`src/rtl/mode_decoder_pkg.sv`:
```
// mode_decoder_pkg: shared definitions for the mode decoder.
//   - bit positions of the fields inside the 9-bit control word
//   - FSM state encoding (plain localparams so older tools can consume it)
//   - default highest legal mode value
//   - helper that tells whether a control word is legal
package mode_decoder_pkg;

  localparam int WORD_W           = 9;
  localparam int COLOR_HI         = 8;
  localparam int COLOR_LO         = 7;
  localparam int MODE_HI          = 6;
  localparam int MODE_LO          = 3;
  localparam int RSVD_BIT         = 2;
  localparam int DISP_HI          = 1;
  localparam int DISP_LO          = 0;
  localparam int MODE_MAX_DEFAULT = 11;

  localparam logic [1:0] ST_IDLE   = 2'd0;
  localparam logic [1:0] ST_PEND   = 2'd1;
  localparam logic [1:0] ST_SWITCH = 2'd2;
  localparam logic [1:0] ST_APPLY  = 2'd3;

  // Reserved bit must be clear and the mode must not exceed mode_max.
  function automatic logic word_valid(input logic [WORD_W-1:0] w,
                                      input logic [3:0]        mode_max);
    return !w[RSVD_BIT] && (w[MODE_HI:MODE_LO] <= mode_max);
  endfunction

endpackage

```
`src/rtl/mode_debounce.sv`:
```
// mode_debounce: 2-flop synchronizer followed by a stability counter.
//   clk, rst_n : clock, asynchronous active-low reset
//   din        : asynchronous input word
//   dout       : synchronized word
//   stable     : one-cycle pulse when dout has held for STABLE_CYCLES cycles
module mode_debounce #(
  parameter int WIDTH         = 9,
  parameter int STABLE_CYCLES = 1_000_000
) (
  input  logic             clk,
  input  logic             rst_n,
  input  logic [WIDTH-1:0] din,
  output logic [WIDTH-1:0] dout,
  output logic             stable
);

  localparam int CW = $clog2(STABLE_CYCLES + 1);

  logic [WIDTH-1:0] s1, s2;
  logic [CW-1:0]    cnt;

  // s1 != s2 means dout changes on this edge, so the count restarts at 0
  // on the same cycle the new word appears. stable fires only on the
  // transition into saturation, hence exactly once per word.
  always_ff @(posedge clk or negedge rst_n) begin
    if (!rst_n) begin
      s1     <= '0;
      s2     <= '0;
      cnt    <= '0;
      stable <= 1'b0;
    end else begin
      s1     <= din;
      s2     <= s1;
      stable <= (s1 == s2) && (cnt == CW'(STABLE_CYCLES - 1));
      if (s1 != s2)
        cnt <= '0;
      else if (cnt != CW'(STABLE_CYCLES))
        cnt <= cnt + 1'b1;
    end
  end

  assign dout = s2;

endmodule

```
`src/rtl/mode_decoder.sv`:
```
// mode_decoder: debounces an asynchronous 9-bit control word and applies its
// color/mode/display fields on a frame boundary, requesting a camera switch
// first when the display field changes.
//   clk, i_rst_n      : clock, asynchronous active-low reset
//   i_im_p            : control word {color[1:0], mode[3:0], rsvd, display[1:0]}
//   i_frame_start     : frame start pulse
//   i_cam_switch_ack  : camera mux acknowledge
//   o_color/o_mode/o_display : applied fields
//   o_update          : pulse when applied fields are loaded
//   o_reject          : pulse when an illegal word becomes stable
//   o_cam_switch_req  : level request, held until acknowledged
//   o_busy            : FSM in PEND, SWITCH or APPLY
//   o_err_count       : saturating reject counter, only with MODE_DECODER_ERRCNT_EN
module mode_decoder import mode_decoder_pkg::*; #(
  parameter int STABLE_CYCLES = 1_000_000,
  parameter int MODE_MAX      = MODE_MAX_DEFAULT
) (
  input  logic       clk,
  input  logic       i_rst_n,
  input  logic [8:0] i_im_p,
  input  logic       i_frame_start,
  input  logic       i_cam_switch_ack,
  output logic [1:0] o_color,
  output logic [3:0] o_mode,
  output logic [1:0] o_display,
  output logic       o_update,
  output logic       o_reject,
  output logic       o_cam_switch_req,
  output logic       o_busy
`ifdef MODE_DECODER_ERRCNT_EN
  ,
  output logic [7:0] o_err_count
`endif
);

  logic [WORD_W-1:0] word, latched;
  logic              stable, valid;
  logic [1:0]        state, state_n;
  logic [7:0]        cur_fields, app_fields;

  mode_debounce #(
    .WIDTH         (WORD_W),
    .STABLE_CYCLES (STABLE_CYCLES)
  ) u_debounce (
    .clk    (clk),
    .rst_n  (i_rst_n),
    .din    (i_im_p),
    .dout   (word),
    .stable (stable)
  );

  assign valid      = word_valid(word, 4'(MODE_MAX));
  assign cur_fields = {word[COLOR_HI:COLOR_LO], word[MODE_HI:MODE_LO], word[DISP_HI:DISP_LO]};
  assign app_fields = {o_color, o_mode, o_display};

  // Frame starts are ignored in IDLE, so a frame start coinciding with
  // IDLE->PEND is never consumed. In PEND an input change wins over a
  // simultaneous frame start.
  always_comb begin
    state_n = state;
    case (state)
      ST_IDLE:
        if (stable && valid && (cur_fields != app_fields)) state_n = ST_PEND;
      ST_PEND:
        if (word != latched)
          state_n = ST_IDLE;
        else if (i_frame_start)
          state_n = (latched[DISP_HI:DISP_LO] != o_display) ? ST_SWITCH : ST_APPLY;
      ST_SWITCH:
        if (i_cam_switch_ack) state_n = ST_APPLY;
      ST_APPLY:
        state_n = ST_IDLE;
      default:
        state_n = ST_IDLE;
    endcase
  end

  always_ff @(posedge clk or negedge i_rst_n) begin
    if (!i_rst_n) begin
      state            <= ST_IDLE;
      latched          <= '0;
      o_color          <= '0;
      o_mode           <= '0;
      o_display        <= '0;
      o_update         <= 1'b0;
      o_reject         <= 1'b0;
      o_cam_switch_req <= 1'b0;
      o_busy           <= 1'b0;
    end else begin
      state    <= state_n;
      o_busy   <= (state_n != ST_IDLE);
      o_update <= 1'b0;
      o_reject <= stable && !valid;

      if (state == ST_IDLE && state_n == ST_PEND)
        latched <= word;

      if (state == ST_PEND && state_n == ST_SWITCH)
        o_cam_switch_req <= 1'b1;
      else if (state == ST_SWITCH && i_cam_switch_ack)
        o_cam_switch_req <= 1'b0;

      if (state == ST_APPLY) begin
        o_color   <= latched[COLOR_HI:COLOR_LO];
        o_mode    <= latched[MODE_HI:MODE_LO];
        o_display <= latched[DISP_HI:DISP_LO];
        o_update  <= 1'b1;
      end
    end
  end

`ifdef MODE_DECODER_ERRCNT_EN
  // Counts in step with o_reject being set.
  always_ff @(posedge clk or negedge i_rst_n) begin
    if (!i_rst_n)
      o_err_count <= '0;
    else if (stable && !valid && o_err_count != 8'hFF)
      o_err_count <= o_err_count + 8'd1;
  end
`endif

endmodule
```
`config.mk`:
```
export PLATFORM = sky130hd
export DESIGN_NAME = mode_decoder
export DESIGN_NICKNAME = d
export VERILOG_FILES = /design/src/rtl/mode_decoder_pkg.sv /design/src/rtl/mode_debounce.sv /design/src/rtl/mode_decoder.sv
export SDC_FILE = /design/constraint.sdc
export NUM_CORES = 1
export LEC_CHECK = 0
export ABC_AREA = 1
export ABC_CLOCK_PERIOD_IN_PS = 1400
export CAP_MARGIN = 10
export CORE_UTILIZATION = 52
export CTS_CLUSTER_SIZE = 30
export DETAILED_ROUTE_END_ITERATION = 7
export GPL_ROUTABILITY_DRIVEN = 1
export PLACE_DENSITY_LB_ADDON = 0.1
export SLEW_MARGIN = 15
export SYNTH_ARGS = -nofsm -noshare
export SYNTH_HDL_FRONTEND = slang
export SYNTH_SLANG_ARGS = --single-unit
export TNS_END_PERCENT = 100
```
`constraint.sdc`:
```
create_clock -name clk -period 1.4 [get_ports clk]
set_input_delay 0.21 -clock clk [delete_from_list [all_inputs] [get_ports clk]]
set_output_delay 0.21 -clock clk [all_outputs]
set_load 0.005 [all_outputs]
```
==> results of run 1 <==
flip-flops by register name, summed over array words and instances (netlist names):
register and cells:
u_debounce.s1 9, o_busy 1, latched 9, state 2
o_mode 4, o_color 2, o_cam_switch_req 1, o_reject 1
o_update 1, o_display 2, u_debounce.cnt 20, u_debounce.stable 1
u_debounce.dout 9
per-stage QoR:
step | instances | TNS, ns | area (µm²) | util
4_1_cts | 491 | -0.4466 | 3772 | 0.6893
6_report | 492 | -1.048 | 3933 | 0.7186
3_5_place_dp | 465 | -1.081 | 3420 | 0.6248
3_3_place_gp | 465 | -0.3313 | 3420 | 0.6248
5_1_grt | 492 | -3.276 | 3933 | 0.7186
2_1_floorplan | 348 | 0 | 2944 | -
how the worst max path moves through the flow:
stage	from	to	slack (ns)	depth (start not counted)
2_1_floorplan	u_debounce.cnt[0]	u_debounce.cnt[18]	0.02	8
3_3_place_gp	u_debounce.dout[6]	u_debounce.cnt[18]	-0.05	7
3_5_place_dp	u_debounce.dout[6]	u_debounce.cnt[18]	-0.12	7
4_1_cts	u_debounce.dout[0]	u_debounce.cnt[18]	-0.05	7
5_1_grt	u_debounce.dout[6]	u_debounce.cnt[16]	-0.17	7
6_report	u_debounce.dout[6]	u_debounce.cnt[8]	-0.07	6
logic make-up (layout without fill, tap and decap cells):
group,Yosys count,count (layout),synth area share
adders and majority gates,2,2,0.008498
xor gates and xnor gates,19,19,0.05652
buffers and inverters,50,121,0.06885
DFF,62,62,0.5270
and+or+nand+nor,192,193,0.2988
AOI/OAI and AO/OA,23,23,0.04037
metal layers:
layer | vias to the layer above | track usage | part of all wire
met4 | 0 | 0.1377 | 0.032
li1 | 1214 | - | -
met2 | 41 | 0.4080 | 0.50
met5 | - | 0 | 0
met1 | 1190 | 0.2786 | 0.43
met3 | 17 | 0.05476 | 0.032
cells in the mapped netlist:
master    number  area [µm²]
a21oi_1        3       15.01
nand3_1        7       35.03
nor2_2         2       12.51
ha_1           2       25.02
xnor2_1       15       131.4
buf_6          2       22.52
inv_1         45       168.9
inv_2          2       7.510
nor3_1         5       25.02
clkinv_1       1       3.750
nand2_1       98       367.9
dfrtp_1       62        1551
nor3_2        10       100.1
or2_0          1       6.260
o21ai_0        8       40.04
a31oi_1        3       18.77
nor4_1         1       6.260
o21ai_1        9       45.04
nor2_4         1       11.26
nand4_1        8       50.05
xor2_1         4       35.03
and2_1         2       12.51
nand2_2        2       12.51
nand3_2        4       40.04
nor2_1        50       187.7
nor3b_2        1       12.51
worst max-delay path: stages, from the launching register on:
cell and delay [ns]:
dfrtp_1 0.42, xnor2_1 0.20, nand2_1 0.12, nor3_4 0.22, nand2_4 0.14, buf_6 0.16
nor3_4 0.12
report_power, final:
group          switching, mW  total (mW)  internal [mW]
registers             0.0293        1.86           1.83
clock network          0.662        1.33          0.666
logic                  0.125       0.233          0.108
total                  0.816        3.42           2.60
timing repair:
item,in CTS,in global routing
hold buffers,1,0
setup buffers,9,4
hold endpoints to repair,62,0
resized for setup,34,49
gates cloned,2,0
endpoints found under the setup margin,33,37
pin swaps,11,24
cell type report:
| type | instances | area [µm²] | share of cell area |
|---|---|---|---|
| inverters | 48 | 187.7 | 0.04773 |
| repair inverters | 1 | 7.507 | 0.001909 |
| well taps | 72 | 90.09 | 0.02291 |
| flip-flops and latches | 62 | 1551 | 0.3945 |
| multi-input cells | 237 | 1398 | 0.3554 |
| clock buffers | 12 | 145.1 | 0.03691 |
| clock inverters | 2 | 10.01 | 0.002545 |
| repair buffers | 58 | 543.0 | 0.1381 |
==> results.md, run 1 <==
- Outcome: complete, but fails checks
- Failing checks: setup timing
- Hold_ws: just over 0.3 ns
- Critical Path RT: about 1.7 ns
- Dpl hpwl: between 4 and 5 mm
- CP Capture Type: flop
- Total design power: 3.417 mW
- Mapped Area: about 3000 µm²
- Die ar.: ~6000 µm²
- Pre-CTS WS: -0.1178 ns
- Cell count of the worst reg-to-reg path: 6
- Clock Tree Buf Depth: 2
- Critical Path AT: 1.73 ns
- Vias in the first global route: ~2400
- Slew Limit Fails: 0
- GRT overflow: 0
- 1st-iter DRT viols: about 130
- Max H-tree Level: 3
- Number of fill cells in the layout: ~400
- Starting Density: 0.5380
- Largest net degree at the start of global routing: 41
- Die X-Extent: 77.25 µm
- CP startpoint kind: flop
- TritonCTS Sinks: 62
- Power Density: about 870 nW/µm²
- Core area: approximately 5500 µm²
- Clock skew: ~0.0055 ns
- Worst-path clk slew: 0.06 ns
- Hold Path Cell Cnt: 1
- Synth Instances: roughly 350
- Synth-to-layout area growth: 33.57%
- Worst Min Path Start: i_im_p[1]
- Clock Tree Root: clkbuf_8
- RD Place Congestion: ~0.84
- First-pass GRT wire length: ~11 mm
- DRC viols: 0
- Highest clock rate: 678.7 MHz
- Maximum capacitance violations: 0
- Routed vias/inst: between 5 and 6
- Avg Cell Area, Syn: approximately 8.5 µm²
- Synth unique cells: 26
- Hold Fails Final Rpt: 0
- Commonest cells after routing, fill and taps aside: 85 x nand2_1, 62 x dfrtp_1, 43 x nor2_1
- Slew margin rel.: 0.6583
- Hold Path End: u_debounce.s1[1]
- RSZ-0062 raised after global routing: yes
- Chip height: ~77 µm
- FF-to-FF Start: u_debounce.dout[6]
- Commonest non-fill, non-tap cell in the layout: nand2_1
- Nets@finish: about 430
- # IOs: 25
- Avg WL per Cell: about 14 µm
- GRT Overall Usage: 0.2407
- Critical path fanouts, max: 5
- HP Class: in -> reg
- Clk Latency, worst-skew pair: approximately 0.34 ns
- YS warnings: 0
- Final worst path period share: 1.052
- Rows: 27
- ANT cells: 0
- Worst setup margin: -0.07340 ns
- Share of cells above drive strength 1: 0.2714
- Drt first pass iters: 4
- Setup Viol. Count Final: 25
- # port buffers: 24
- Cts bufs inserted: 9
- Worst Tran Pin Value: about 0.5 ns
- Final WL: 6.647 mm
- P_leak: 1.868 nW
- Syn_nets: between 300 and 400
- DR vias: ~2500
- TritonCTS clock tree: done
- Post-synthesis sequential area ratio: 0.5270
- Post-DRT Antenna Nets: 0
- Critical R2R Capture: u_debounce.cnt[8]
- Reg2reg setup slack: -0.07 ns
- Crit path kind: reg -> reg
- Tmin final: 1.473 ns
- Initial antenna violation count: 0
- Yosys reg bits: between 60 and 70
- Maximum VDD drop: about 0.51 mV
No activity file was read; power rests on OpenSTA's default activity.
==> run 2, diff against run 1 <==
- ABC_CLOCK_PERIOD_IN_PS: 1400 -> 1360
- CORE_UTILIZATION: 52 -> 48
- SKIP_CTS_REPAIR_TIMING: not set -> 1
- clock period: 1.4 -> 1.36 ns (I/O delays scaled with it)
==> run 2 against run 1 <==
Net effect:
- the run still ends with setup timing left
- sequential cell count unchanged
- combinational power about the same
- clock skew is 0.0012 ns lower
- cell count increased by 2.0%
- non-clock buffer count is 7 higher
- die area is 8.1% higher
- maximum frequency increased by 0.87%
- global-route usage is 2.9 points lower
- clock-buffer cell count fell by 3
- hold slack worse by 0.019 ns
- clock power increased by 23%
- highest routed layer unchanged
==> results.md, run 2 (synthesis gave the netlist of run 1 again) <==
- Outcome: complete, but fails checks
- Failing checks: setup timing
- Cts bufs inserted: 9
- Dpl hpwl: between 4 and 5 mm
- Slowest CP cell: dfrtp_2
- Worst Tran Pin Value: between 0.3 and 0.4 ns
- Avg WL per Cell: around 12 µm
- RSZ-0062 raised after global routing: yes
- Power Density: 932.6 nW/µm²
- ANT cells: 0
- Commonest cells after routing, fill and taps aside: 87 x nand2_1, 60 x dfrtp_1, 41 x inv_1
- Pre-CTS WS: -0.1115 ns
- Critical Path Max Stage Delay: 0.45 ns
- Maximum VDD drop: between 0.6 and 0.7 mV
- Final WL: slightly above 6 mm
- Critical path origin: u_debounce.dout[6]
- Vias in the first global route: around 2300
- Max FFs per register: 20
- TritonCTS Sinks: 62
- CP startpoint kind: flop
- Critical path fanouts, max: 5
- Core area: around 6000 µm²
- DR vias: 2392
- Tmin final: about 1.5 ns
- Crit path kind: reg -> reg
- Sw frac: 0.2465
- Clock power share: 0.433
- Nets@finish: 437
- FF-to-FF Start: u_debounce.dout[6]
- Worst Min Path Start: i_im_p[5]
- First-pass GRT wire length: about 10 mm
- Die X-Extent: 80.32 µm
- GRT Overall Usage: 0.2116
- Drt first pass iters: 4
- Clk Latency, worst-skew pair: around 0.35 ns
- Largest net degree at the start of global routing: 63
- Clock Tree Buf Depth: 2
- Clock Tree Root: clkbuf_8
- RD Place Congestion: ~0.83
- Hold Fails Final Rpt: 0
- Psw: 0.9289 mW
- Commonest non-fill, non-tap cell in the layout: nand2_1
- Slew Limit Fails: 0
- # port buffers: 24
- Met2 wire length: around 2.9 mm
- # IOs: 25
- Routed vias/inst: roughly 4.8
- HP Class: in -> reg
- 1st-iter DRT viols: about 110
- Worst setup margin: -0.1007 ns
- Comb pwr share: 0.061
- P_leak: 1.989 nW
- CP Capture Type: flop
- Clock skew: roughly 0.0044 ns
- Critical Path AT: between 1.5 and 2 ns
- DRC viols: 0
- Biggest register: u_debounce.cnt
- Highest clock rate: ~680 MHz
- DR top layer: met4
- Max H-tree Level: 3
- TritonCTS clock tree: done
- DP Area: 3506 µm²
- Die ar.: between 6000 and 7000 µm²
- Share of cells above drive strength 1: 0.2857
- Worst-path clk slew: 0.07 ns
- Initial antenna violation count: 0
- Final worst path period share: 1.074
- Maximum capacitance violations: 0
- Post-DRT Antenna Nets: 0
- Sequential power share: 0.506
- Rows: 28
- Critical Path RT: ~1.6 ns
- Starting Density: 0.4973
- Finished Cell Area: just over 4000 µm²
- Internal: 2.840 mW
- GRT overflow: 0
- Setup Viol. Count Final: 29
- WL met1: between 3 and 4 mm
- Synth-to-layout area growth: 37.27%
- CP Cell Sequence: xnor2_2 > nand2_1 > nor3_2 > nand2_2 > buf_6 > nor3b_2
- Slew margin rel.: 0.7558
- Detail Route met3 WL: around 250 µm
- Chip height: around 80 µm
run 2: worst max-delay path, delay by kind of cell (launching register included):
| family | cells | cell delay (ns) |
|---|---|---|
| AND/OR/NAND/NOR | 4 | 0.60 |
| XOR/XNOR | 1 | 0.16 |
| buffers and inverters | 1 | 0.18 |
| flip-flops | 1 | 0.45 |
run 2: power by group through the flow:
stage / Clock [mW] / Sequential (mW) / Combinational [mW]
final: 1.63 / 1.91 / 0.232
after floorplan: 0 / 1.94 / 0.0789
after detailed placement: 0 / 1.94 / 0.214
after CTS: 1.67 / 1.90 / 0.216
after global placement: 0 / 1.94 / 0.212
after global routing: 1.73 / 1.91 / 0.261
run 2: metal layers:
metal,track usage,vias up
met2,0.3205,37
met3,0.06932,8
met1,0.2845,1118
met5,0,-
li1,-,1229
met4,0.06964,0
run 2: cell type report:
type                       instances  area (µm²)
sequential                        62        1554
tap                               75       93.84
clock buffer                       9       123.9
timing repair buffer              65       633.1
fill                             452        1879
multi-input combinational        236        1376
clock inverter                     7       75.07
inverter                          48       185.2
run 2: worst paths after layout:
path                                 endpoint  slack [ns]  depth (start not counted)
min                          u_debounce.s1[5]        0.29                          1
max reg2reg                 u_debounce.cnt[4]       -0.10                          6
max                         u_debounce.cnt[4]       -0.10                          6
min reg2reg                u_debounce.dout[4]        0.40                          0
min in group asynchronous            o_update        0.38                          3
max in group asynchronous   u_debounce.cnt[2]        0.69                          3
run 2: per-stage QoR:
stage | hold WS, ns | cells | util | power, mW | TNS [ns]
2_1_floorplan | -0.09159 | 348 | - | 2.019 | -0.01232
3_3_place_gp | 0.2407 | 477 | 0.5921 | 2.150 | -0.7103
3_5_place_dp | 0.2411 | 477 | 0.5921 | 2.155 | -1.833
4_1_cts | -0.1358 | 493 | 0.6257 | 3.792 | -3.635
5_1_grt | 0.2788 | 502 | 0.6826 | 3.906 | -4.929
6_report | 0.2869 | 502 | 0.6826 | 3.769 | -1.194
